`src/rtl/ldc_sequencer_if.sv`:
```
// ldc_sequencer_if
//   Groups the three handshakes around the LDC sequencer:
//     upstream sample pairs : in_valid / in_ready / in_x / in_v
//     engine side           : ldc_start / ldc_x / ldc_v / ldc_done / ldc_distance
//     downstream result     : out_valid / out_ready / out_distance / out_err
//     status                : busy
//   Modport "slave" is the sequencer's own view; "master" is the surrounding
//   environment (upstream source, engine and downstream sink together).
interface ldc_sequencer_if;
  logic        in_valid;
  logic        in_ready;
  logic [15:0] in_x;
  logic [15:0] in_v;
  logic        ldc_start;
  logic [15:0] ldc_x;
  logic [15:0] ldc_v;
  logic        ldc_done;
  logic [15:0] ldc_distance;
  logic        out_valid;
  logic        out_ready;
  logic [15:0] out_distance;
  logic        out_err;
  logic        busy;

  modport slave (
    input  in_valid, in_x, in_v, ldc_done, ldc_distance, out_ready,
    output in_ready, ldc_start, ldc_x, ldc_v, out_valid, out_distance, out_err, busy
  );

  modport master (
    output in_valid, in_x, in_v, ldc_done, ldc_distance, out_ready,
    input  in_ready, ldc_start, ldc_x, ldc_v, out_valid, out_distance, out_err, busy
  );
endinterface

```
`src/rtl/ldc_sequencer.sv`:
```
// ldc_sequencer
//   Buffers (x,v) operand pairs in a small FIFO and feeds them one at a time
//   to an LDC engine: a one-cycle start pulse with registered operands, a wait
//   for the engine's done rising edge (or a timeout abort), then a held result
//   presented downstream with valid/ready backpressure.
// Ports
//   clk  : single clock, rising edge
//   rst  : asynchronous, active-low reset
//   bus  : ldc_sequencer_if.slave (input FIFO, engine and result handshakes)
// Parameters
//   DEPTH   : FIFO depth in pairs, power of two, 2..16
//   TIMEOUT : last WAIT count value before aborting (>= 1)
module ldc_sequencer #(
  parameter int DEPTH   = 4,
  parameter int TIMEOUT = 1023
) (
  input logic            clk,
  input logic            rst,
  ldc_sequencer_if.slave bus
);
  localparam int AW = $clog2(DEPTH);
  localparam int CW = $clog2(DEPTH + 1);
  localparam int TW = $clog2(TIMEOUT + 2);

  typedef enum logic [1:0] {IDLE, ISSUE, WAIT, HOLD} state_t;

  state_t        state, state_nxt;
  logic [31:0]   mem [DEPTH];
  logic [AW-1:0] wr_ptr, rd_ptr;
  logic [CW-1:0] count;
  logic          push, pop, fifo_full, fifo_empty;
  logic          done_p1, done_rise;
  logic [TW-1:0] wait_cnt;
  logic          timeout_hit, cap_done, cap_timeout;
  logic [15:0]   ldc_x_r, ldc_v_r, out_distance_r;
  logic          out_err_r;

  // Fullness comes from the registered count only, so a pop in the same
  // cycle never opens the input early.
  assign fifo_full   = (count == CW'(DEPTH));
  assign fifo_empty  = (count == '0);
  assign push        = bus.in_valid & ~fifo_full;
  assign done_rise   = bus.ldc_done & ~done_p1;
  assign timeout_hit = (wait_cnt == TW'(TIMEOUT));

  always_comb begin
    state_nxt   = state;
    pop         = 1'b0;
    cap_done    = 1'b0;
    cap_timeout = 1'b0;
    case (state)
      IDLE: begin
        if (!fifo_empty) begin
          state_nxt = ISSUE;
          pop       = 1'b1;
        end
      end
      ISSUE: state_nxt = WAIT;
      WAIT: begin
        // A completion on the timeout cycle still counts as a real result.
        if (done_rise) begin
          state_nxt = HOLD;
          cap_done  = 1'b1;
        end else if (timeout_hit) begin
          state_nxt   = HOLD;
          cap_timeout = 1'b1;
        end
      end
      HOLD: begin
        if (bus.out_ready) begin
          if (!fifo_empty) begin
            state_nxt = ISSUE;
            pop       = 1'b1;
          end else begin
            state_nxt = IDLE;
          end
        end
      end
      default: state_nxt = IDLE;
    endcase
  end

  // State, FIFO control, done-edge tracking and result capture
  always_ff @(posedge clk or negedge rst) begin
    if (!rst) begin
      state          <= IDLE;
      wr_ptr         <= '0;
      rd_ptr         <= '0;
      count          <= '0;
      done_p1        <= 1'b0;
      wait_cnt       <= '0;
      ldc_x_r        <= '0;
      ldc_v_r        <= '0;
      out_distance_r <= '0;
      out_err_r      <= 1'b0;
    end else begin
      state   <= state_nxt;
      done_p1 <= bus.ldc_done;
      if (push) wr_ptr <= wr_ptr + AW'(1);
      if (pop) begin
        rd_ptr             <= rd_ptr + AW'(1);
        {ldc_x_r, ldc_v_r} <= mem[rd_ptr];
      end
      if (push && !pop)      count <= count + CW'(1);
      else if (pop && !push) count <= count - CW'(1);
      if (state == WAIT && state_nxt == WAIT) wait_cnt <= wait_cnt + TW'(1);
      else                                    wait_cnt <= '0;
      if (cap_done) begin
        out_distance_r <= bus.ldc_distance;
        out_err_r      <= 1'b0;
      end else if (cap_timeout) begin
        out_distance_r <= 16'hFFFF;
        out_err_r      <= 1'b1;
      end
    end
  end

  // FIFO storage carries no reset; validity is tracked by count alone
  always_ff @(posedge clk) begin
    if (push) mem[wr_ptr] <= {bus.in_x, bus.in_v};
  end

  assign bus.in_ready     = ~fifo_full;
  assign bus.ldc_start    = (state == ISSUE);
  assign bus.ldc_x        = ldc_x_r;
  assign bus.ldc_v        = ldc_v_r;
  assign bus.out_valid    = (state == HOLD);
  assign bus.out_distance = out_distance_r;
  assign bus.out_err      = out_err_r;
  assign bus.busy         = (state != IDLE);
endmodule
```
`src/flat_wrapper.sv`:
```
// flat-port wrapper written by rule: the top's interface ports become plain ports
module ldc_sequencer_flat 
#(
  parameter int DEPTH   = 4,
  parameter int TIMEOUT = 1023
)
  (clk, rst, bus_in_valid, bus_in_x, bus_in_v, bus_ldc_done, bus_ldc_distance, bus_out_ready, bus_in_ready, bus_ldc_start, bus_ldc_x, bus_ldc_v, bus_out_valid, bus_out_distance, bus_out_err, bus_busy);
  ldc_sequencer_if bus_i ();
  input logic clk;
  input logic rst;
  input wire logic [$bits(bus_i.in_valid)-1:0] bus_in_valid;
  input wire logic [$bits(bus_i.in_x)-1:0] bus_in_x;
  input wire logic [$bits(bus_i.in_v)-1:0] bus_in_v;
  input wire logic [$bits(bus_i.ldc_done)-1:0] bus_ldc_done;
  input wire logic [$bits(bus_i.ldc_distance)-1:0] bus_ldc_distance;
  input wire logic [$bits(bus_i.out_ready)-1:0] bus_out_ready;
  output wire logic [$bits(bus_i.in_ready)-1:0] bus_in_ready;
  output wire logic [$bits(bus_i.ldc_start)-1:0] bus_ldc_start;
  output wire logic [$bits(bus_i.ldc_x)-1:0] bus_ldc_x;
  output wire logic [$bits(bus_i.ldc_v)-1:0] bus_ldc_v;
  output wire logic [$bits(bus_i.out_valid)-1:0] bus_out_valid;
  output wire logic [$bits(bus_i.out_distance)-1:0] bus_out_distance;
  output wire logic [$bits(bus_i.out_err)-1:0] bus_out_err;
  output wire logic [$bits(bus_i.busy)-1:0] bus_busy;
  assign bus_i.in_valid = bus_in_valid;
  assign bus_i.in_x = bus_in_x;
  assign bus_i.in_v = bus_in_v;
  assign bus_i.ldc_done = bus_ldc_done;
  assign bus_i.ldc_distance = bus_ldc_distance;
  assign bus_i.out_ready = bus_out_ready;
  assign bus_in_ready = bus_i.in_ready;
  assign bus_ldc_start = bus_i.ldc_start;
  assign bus_ldc_x = bus_i.ldc_x;
  assign bus_ldc_v = bus_i.ldc_v;
  assign bus_out_valid = bus_i.out_valid;
  assign bus_out_distance = bus_i.out_distance;
  assign bus_out_err = bus_i.out_err;
  assign bus_busy = bus_i.busy;
  ldc_sequencer #(.DEPTH(DEPTH), .TIMEOUT(TIMEOUT)) u_core (.clk(clk), .rst(rst), .bus(bus_i));
endmodule
```
`config.mk`:
```
export PLATFORM = sky130hd
export DESIGN_NAME = ldc_sequencer_flat
export DESIGN_NICKNAME = d
export VERILOG_FILES = /design/src/rtl/ldc_sequencer_if.sv /design/src/rtl/ldc_sequencer.sv /design/src/flat_wrapper.sv
export SDC_FILE = /design/constraint.sdc
export NUM_CORES = 1
export LEC_CHECK = 0
export ABC_AREA = 0
export CAP_MARGIN = 20
export CORE_ASPECT_RATIO = 1.1
export CORE_UTILIZATION = 40
export DETAILED_ROUTE_END_ITERATION = 8
export DONT_BUFFER_PORTS = 1
export GPL_TIMING_DRIVEN = 0
export MAX_ROUTING_LAYER = met4
export PLACE_DENSITY = 0.64
export SLEW_MARGIN = 20
export SYNTH_ARGS = -nofsm -noshare
export SYNTH_HDL_FRONTEND = slang
export SYNTH_SLANG_ARGS = --single-unit
```
`constraint.sdc`:
```
create_clock -name clk -period 3.7 [get_ports clk]
set_clock_uncertainty 0.05 [all_clocks]
set_input_delay 0.555 -clock clk [delete_from_list [all_inputs] [get_ports clk]]
set_output_delay 0.555 -clock clk [all_outputs]
set_load 0.005 [all_outputs]
```
==> metrics.txt, run 1 <==
Slew HR 0.439; DP Worst Slack 0.511 ns; Slew @ Worst Pin 0.837 ns; min cycle time layout 3.19 ns; Reg-to-Reg End u_core.count[1]; clk_lat worst skew 0.42 ns; Hold Path Depth 0; outcome finished clean; Post-Syn Instances just under 400; number of synthesized flops with an enable pin 128; CTS tree done; nets 480; top-area cell type share of the netlist area 0.505; reg-to-reg slack, setup 0.51 ns; critical path class flip-flop to flip-flop; period utilization 0.861; standard-cell row count 52; post-detail-place hpwl 8.82 mm; post-route ant nets 0; Die Y 147 um; Post-CTS Setup Bufs 0; io pins 106; number of antenna violations at the first check in global routing 0; 1st-iter DRT viols around 110; maxcap violations 0; Cell Area, Synth 7600 sq um; CP Launch Type flip-flop; area of the multi-input gates 1900 sq um; remaining global-route overflow 0; P per Cell Area a little over 800 nW/um^2; share of layout cells above drive strength 1 0.290; Layout fillers about 1600; Initial Util 0.412; synth top area cells edfxtp_1 51%, dfrtp_1 23%, mux4_2 9.5%, mux2_2 5.0%, o22a_1 1.8%; hold_sp bus_ldc_done; #FFs+latches synth about 200; clock-pin slew on the worst setup and hold paths approximately 0.07 ns; Final WS setup 0.514 ns; FF/Latch Area between 5000 and 6000 sq um; WP data arrival 3.45 ns; Pre-Repair DR Iteration Count 4; sequential area share after synthesis 0.736; DR vias/cell around 5.2; top-count cell post-synth edfxtp_1; R2R cell count 9; commonest cells in the netlist 128 x edfxtp_1, 70 x dfrtp_1, 34 x mux2_2; worst path required time roughly 4.0 ns; asr flop ratio synth 0.354; CORE AREA approximately 18000 sq um; Die Wd approximately 130 um; RePlAce Congestion 0.731; Design Power 7110 uW; input/output buffers 0; Hold/Removal Path Class input port to flip-flop; Syn-to-layout area delta 13.1%; GR Util All Layers 0.153; clk root buf clkbuf_16; Fin Setup TNS 0 ns; prevailing post-synth register cell edfxtp_1; H-tree Lvls 4; Leak 0.00300 uW; final hold vios 0; synthesis warning total 0; CTS buffer count 17; RSZ-0062 raised after global routing no; Slew Viols, Final 0; top cell type by total area after synthesis edfxtp_1; CTS max path bufs 2; WHS Endpoint u_core.done_p1; # clock sinks 198; Avg Cell Area, Syn 19.5 sq um; Mapped Nets 455; largest net degree at the start of global routing 71; synth unique cells 37; Peak Freq 314 MHz; wire per inst 20.1 um; final WL 13.5 mm; worst hold slack 0.106 ns; Post-route DRC 0; vias in the first global route 3839; final core utilization 0.465; Worst Setup End Kind flip-flop; first-pass GRT wire length 21.3 mm; vias post-DR roughly 3500; Final Setup Violations 0; Worst R2R Start u_core.state[0]; Max FO, Critical Path 10; die area 19600 sq um; Peak VDD IR 0.364 mV; antenna diode count 0
## how the worst max path moves through the flow
| stage | from | end | cells past startpoint |
|---|---|---|---|
| after global routing | u_core.state[0] | u_core.count[1] | 9 |
| after CTS | u_core.state[0] | u_core.count[1] | 9 |
| after global placement | u_core.state[0] | u_core.count[1] | 9 |
| final | u_core.state[0] | u_core.count[1] | 9 |
| after detailed placement | u_core.state[0] | u_core.count[1] | 9 |
| after floorplan | u_core.state[0] | u_core.count[1] | 9 |
## state kept, by name, summed over array words and instances, names as in the netlist
register and count:
u_core.bus.ldc_v 16, u_core.wait_cnt 11, u_core.rd_ptr 2, u_core.state 2, u_core.mem 128, u_core.count 3, u_core.bus.out_distance 16, u_core.bus.out_err 1
u_core.done_p1 1, u_core.wr_ptr 2, u_core.bus.ldc_x 16
## worst max-delay path, stage by stage, from the launching register on
cell	delay (ns)
dfrtp_1	0.43
inv_1	0.12
ha_1	0.31
nor3_2	0.70
buf_2	0.41
inv_1	0.08
ha_1	0.22
inv_1	0.08
fa_1	0.41
mux2_2	0.26
## repair_timing
action                    4_1_cts  5_1_grt
hold buffers                    2        0
resized for setup               0        0
hold endpoints to repair       70        0
## area by class of cell
class | instances | area share
clock buffer | 17 | 0.0495
sequential | 198 | 0.651
tap | 243 | 0.0354
buffer | 15 | 0.00946
inverter | 9 | 0.00393
timing repair buffer | 6 | 0.0137
clock inverter | 15 | 0.0164
multi-input combinational | 168 | 0.221
## power by group
group | switching [uW] | leakage (uW) | internal (uW)
registers | 342 | 0.00201 | 3020
clock network | 856 | 0.000264 | 892
logic | 962 | 0.000727 | 1030
total | 2160 | 0.00300 | 4950
## metrics by stage
step,cell area [sq um],cells
floorplan,7600,390
global placement,7910,633
detailed placement,7990,637
CTS,8600,671
global route,8600,671
finish,8600,671
## cell usage in the layout (no fill, tap or decap), drive strengths merged, types with 2 or more instances in the layout
cell type	n
edfxtp	128
dfrtp	70
mux2	34
mux4	32
clkbuf	22
o22a	16
inv	16
buf	15
xnor2	11
ha	11
nand2	11
nor2	8
nor3b	7
nor3	7
nand3	6
clkinvlp	5
and3	5
xor2	4
clkinv	3
a21boi	2
## routing by layer
| metal | routed length, um | vias up | part of all wire | GRT usage |
|---|---|---|---|---|
| li1 | - | 1560 | - | - |
| met1 | 5430 | 1825 | 0.40 | 0.175 |
| met2 | 6880 | 97 | 0.51 | 0.248 |
| met3 | 1050 | 8 | 0.078 | 0.0611 |
| met4 | 116 | 0 | 0.0086 | 0.0409 |
| met5 | 0 | - | 0 | - |
## kinds of logic (layout without fill, tap and decap cells)
| group | after synthesis | count (layout) | share of synthesized area |
|---|---|---|---|
| xor+xnor | 15 | 15 | 0.0173 |
| simple gates | 51 | 51 | 0.0387 |
| buf+inv | 24 | 62 | 0.0151 |
| flops | 198 | 198 | 0.736 |
| fa+ha+maj | 12 | 12 | 0.0207 |
| compound gates | 24 | 24 | 0.0273 |
| mux | 66 | 66 | 0.145 |
(Power assumes the default switching activity.)
==> inputs of run 2 (changes only) <==
Settings changed: ABC_CLOCK_PERIOD_IN_PS set to 3700, CTS_CLUSTER_DIAMETER set to 40, PLACE_DENSITY 0.64 to not set.
==> run 2 against run 1 <==
Compared with the run above: sequential share of layout area decreased by 0.076 points; critical path depth unchanged; clock-buffer cell count unchanged; register-to-register slack got worse by 0.02 ns; via count increased by 0.86%; power increased by 0.77%; worst hold slack got worse by 0.013 ns; combinational power about the same; critical endpoint unchanged.
==> metrics.txt, run 2 (synthesis results as in run 1) <==
outcome finished clean; WP data arrival about 3.5 ns; clk root buf clkbuf_16; die area between 15000 and 20000 sq um; nets 480; clk_lat worst skew 0.43 ns; final hold vios 0; critical path class flip-flop to flip-flop; period utilization 0.867; 1st-iter DRT viols 213; Die Wd 133 um; post-route ant nets 0; Slew @ Worst Pin between 0.7 and 0.8 ns; final WL 13.7 mm; Fin Setup TNS 0 ns; Worst Setup End Kind flip-flop; Initial Util 0.412; Max FO, Critical Path 10; RSZ-0062 raised after global routing no; cells resized by post-CTS repair 0; clock-pin slew on the worst setup and hold paths 0.08 ns; Post-route DRC 0; DR vias/cell around 5.2; worst hold slack between 0.09 and 0.1 ns; # clock sinks 198; CTS buffer count 17; CP Launch Type flip-flop; vias post-DR 3520; H-tree Lvls 4; io pins 106; final std cells w/o fill 671; first-pass GRT wire length 21.8 mm; Syn-to-layout area delta 13.2%; Design Power 7160 uW; antenna diode count 0; input/output buffers 0; Hold/Removal Path Class input port to flip-flop; Slew Viols, Final 0; Reg with most FFs u_core.mem; max FFs per register 128; Die Y ~150 um; DP Worst Slack ~0.43 ns; maxcap violations 0; remaining global-route overflow 0; Pre-Repair DR Iteration Count 4; vias in the first global route 3873; share of layout cells above drive strength 1 0.290; Slew HR 0.474; min cycle time layout 3.21 ns; Cells after DPL 637; CTS tree done; CORE AREA around 18000 sq um; worst path required time 3.97 ns; Final Setup Violations 0; post-detail-place hpwl slightly below 9 mm; GR Util All Layers 0.158; RePlAce Congestion 0.728; standard-cell row count between 50 and 60; largest net degree at the start of global routing between 70 and 80; Peak VDD IR around 0.34 mV; Peak Freq 312 MHz; most common cell after layout, fill and taps aside edfxtp_1; P per Cell Area 832 nW/um^2; Leak about 0.003 uW; commonest cells after routing, fill and taps aside 128 x edfxtp_1, 70 x dfrtp_1, 34 x mux2_2, 32 x mux4_2, 17 x clkbuf_16; CTS max path bufs 2; wire per inst 20.4 um; Final WS setup 0.493 ns; number of antenna violations at the first check in global routing 0
-- run 2: cell count changes in the layout (fill, tap and decap cells not counted) --
| cell | previous run | this run |
|---|---|---|
| clkinv_2 | 1 | 0 |
| clkinv_4 | 1 | 0 |
| clkinv_8 | 1 | 2 |
| clkinvlp_4 | 5 | 2 |
| inv_6 | 2 | 8 |
| inv_8 | 5 | 3 |
-- run 2: area by class of cell --
class | count | area (sq um)
Fill cell | 1588 | 9870
Sequential cell | 198 | 5600
Multi-Input combinational cell | 168 | 1900
Clock buffer | 17 | 425
Tap cell | 243 | 304
Clock inverter | 15 | 151
Timing Repair Buffer | 6 | 118
Buffer | 15 | 81.3
Inverter | 9 | 33.8
-- run 2: timing repair --
action	in CTS	in global routing
hold buffers	2	0
endpoints found under the hold margin	70	0
buffers inserted	0	0
-- run 2: worst paths after layout --
path                       depth (start not counted)                         from                          end  slack (ns)
hold / removal                                     0                 bus_ldc_done               u_core.done_p1        0.09
setup / recovery                                   9              u_core.state[0]              u_core.count[1]        0.49
hold reg to reg                                    1  u_core.bus.out_distance[13]  u_core.bus.out_distance[13]        0.47
setup reg to reg                                   9              u_core.state[0]              u_core.count[1]        0.49
max in group asynchronous                          2                          rst          u_core.bus.ldc_x[1]        2.64
min in group asynchronous                          2                          rst  u_core.bus.out_distance[11]        0.64
-- run 2: metrics by stage --
stage          cell area, sq um  utilization
3_5_place_dp               7990        0.433
2_1_floorplan              7600            -
3_3_place_gp               7910        0.428
4_1_cts                    8610        0.466
6_report                   8610        0.466
5_1_grt                    8610        0.466
-- run 2: metal layers --
layer / GRT usage / routed length (um) / up-vias
met5: - / 0 / -
met4: 0.0551 / 242 / 0
met3: 0.0653 / 1200 / 17
met2: 0.253 / 6880 / 117
met1: 0.179 / 5390 / 1824
li1: - / - / 1562
-- run 2: report_power, final --
group          internal, uW  leakage, uW  switching (uW)
Clock                   903     0.000278             893
Sequential             3020      0.00201             336
Combinational          1030     0.000727             975
-- run 2: worst max-delay path, stage by stage (launching register included) --
cell and delay (ns):
dfrtp_1 0.43, inv_1 0.12, ha_1 0.31, nor3_2 0.66, buf_2 0.42, inv_1 0.11, ha_1 0.23, inv_1 0.08
fa_1 0.41, mux2_2 0.26
==> inputs of run 3 (changes only) <==
Settings changed: CAP_MARGIN 20 to not set, CORE_UTILIZATION 40 to 30.
==> run 3 against run 2 <==
Compared with the run above: final cell count rose by 10%; clock-buffer cell count stayed put; largest power group unchanged; design area is 1.3% higher; largest cell class unchanged; combinational power hardly changed.
==> metrics.txt, run 3 (synthesis results as in run 1) <==
Worst Setup SP u_core.state[0]; standard-cell row count 60; clk root buf clkbuf_16; crit-path cells inv_1 > ha_1 > nor3_2 > buf_2 > inv_1 > ha_1 > inv_1 > fa_1 > mux2_2; Cells after DPL 704; Pre-Repair DR Iteration Count 4; Reg with most FFs u_core.mem; max FFs per register 128; critical path's most frequent cell inv_1; Initial Util 0.308; clock-pin slew on the worst setup and hold paths roughly 0.080 ns; 1st-iter DRT viols 140; Peak Freq around 320 MHz; RSZ-0062 raised after global routing no; CORE AREA 24700 sq um; post-detail-place hpwl 9.59 mm; RePlAce Congestion 0.656; FF/Latch Area 5600 sq um; CP Launch Type flip-flop; P per Cell Area 836 nW/um^2; wire per inst around 20 um; remaining global-route overflow 0; DR vias/cell 4.71; die area 26000 sq um; Max FO, Critical Path 10; Leak 0.00303 uW; critical path class flip-flop to flip-flop; vias in the first global route about 3800; commonest cells after routing, fill and taps aside 128 x edfxtp_1, 70 x dfrtp_1, 34 x mux2_2, 32 x mux4_2, 17 x clkbuf_16; Final Setup Violations 0; vias post-DR 3475; clk_lat worst skew between 0.4 and 0.5 ns; outcome finished clean; nets 480; final hold vios 0; first-pass GRT wire length 22.8 mm; Worst R2R Start u_core.state[0]; Slowest cell on crit path nor3_2; Peak VDD IR 0.293 mV; Fin Setup TNS 0 ns; Die Wd 154 um; io pins between 100 and 150; H-tree Lvls 4; final WL 14.8 mm; final std cells w/o fill between 700 and 800; Slew HR 0.503; Slew @ Worst Pin 0.742 ns; Post-CTS Setup Bufs 0; Worst Setup End Kind flip-flop; largest net degree at the start of global routing 71; Post-route DRC 0; Syn-to-layout area delta 14.7%; area of the multi-input gates 1900 sq um; cells resized by post-CTS repair 0; post-route ant nets 0; Final WS setup 0.574 ns; GR Util All Layers 0.124; share of layout cells above drive strength 1 0.290; final core utilization 0.353; DP Worst Slack a little under 0.5 ns; CTS buffer count 17; Die Y 169 um; WP data arrival 3.39 ns; antenna diode count 0; highest cell delay on the worst timing path 0.63 ns; CTS max path bufs 2; input/output buffers 0; CTS tree done; maxcap violations 0; period utilization 0.845; most common cell after layout, fill and taps aside edfxtp_1; Hold/Removal Path Class input port to flip-flop; number of antenna violations at the first check in global routing 0; Layout fillers 2275; Design Area, Final 8720 sq um; hold_sp bus_ldc_done; DP Area around 8100 sq um; worst path required time approximately 4.0 ns; Slew Viols, Final 0; # clock sinks 198; min cycle time layout 3.13 ns
run 3: timing repair:
item                       in CTS  in global routing
hold buffers                    2                  0
hold endpoints to repair       70                  0
setup endpoints to repair       0                  0
run 3: through the flow:
| step | hold slack [ns] | total power [uW] |
|---|---|---|
| 6_report | 0.106 | 7290 |
| 5_1_grt | 0.0780 | 7700 |
| 4_1_cts | 0.0790 | 7440 |
| 3_5_place_dp | 0.212 | 5520 |
| 3_3_place_gp | 0.213 | 5350 |
| 2_1_floorplan | 0.209 | 4860 |
run 3: final cells by class:
cell class,count,area share
Sequential cell,198,0.642
Multi-Input combinational cell,168,0.218
Clock buffer,17,0.0488
Tap cell,310,0.0445
Clock inverter,15,0.0207
Timing Repair Buffer,6,0.0135
Buffer,15,0.00933
Inverter,9,0.00387
run 3: critical path: cells and delay by family, from the launching register on:
kind | cells | cell delay [ns]
buffers and inverters | 4 | 0.69
multiplexers | 1 | 0.28
adder cells (fa/ha/maj) | 3 | 0.96
AND/OR/NAND/NOR | 1 | 0.63
flip-flops | 1 | 0.41
run 3: report_power, final:
| part | switching (uW) | leakage, uW | internal (uW) | total [uW] |
|---|---|---|---|---|
| logic | 994 | 0.000727 | 1040 | 2030 |
| clock network | 917 | 0.000295 | 976 | 1890 |
| registers | 348 | 0.00201 | 3020 | 3370 |
run 3: final timing paths:
path                       cells after the start  slack (ns)                     endpoint
setup reg to reg                               9        0.57              u_core.count[1]
min in group asynchronous                      2        0.67   u_core.bus.out_distance[0]
setup / recovery                               9        0.57              u_core.count[1]
max in group asynchronous                      2        2.63          u_core.bus.ldc_x[2]
hold / removal                                 0        0.11               u_core.done_p1
hold reg to reg                                1        0.47  u_core.bus.out_distance[12]
run 3: layer usage:
metal,vias up,global-route usage,share of wire
met1,1811,0.134,0.40
met4,0,0.0365,0.011
met2,96,0.215,0.53
li1,1560,-,-
met3,8,0.0433,0.060
met5,-,-,0
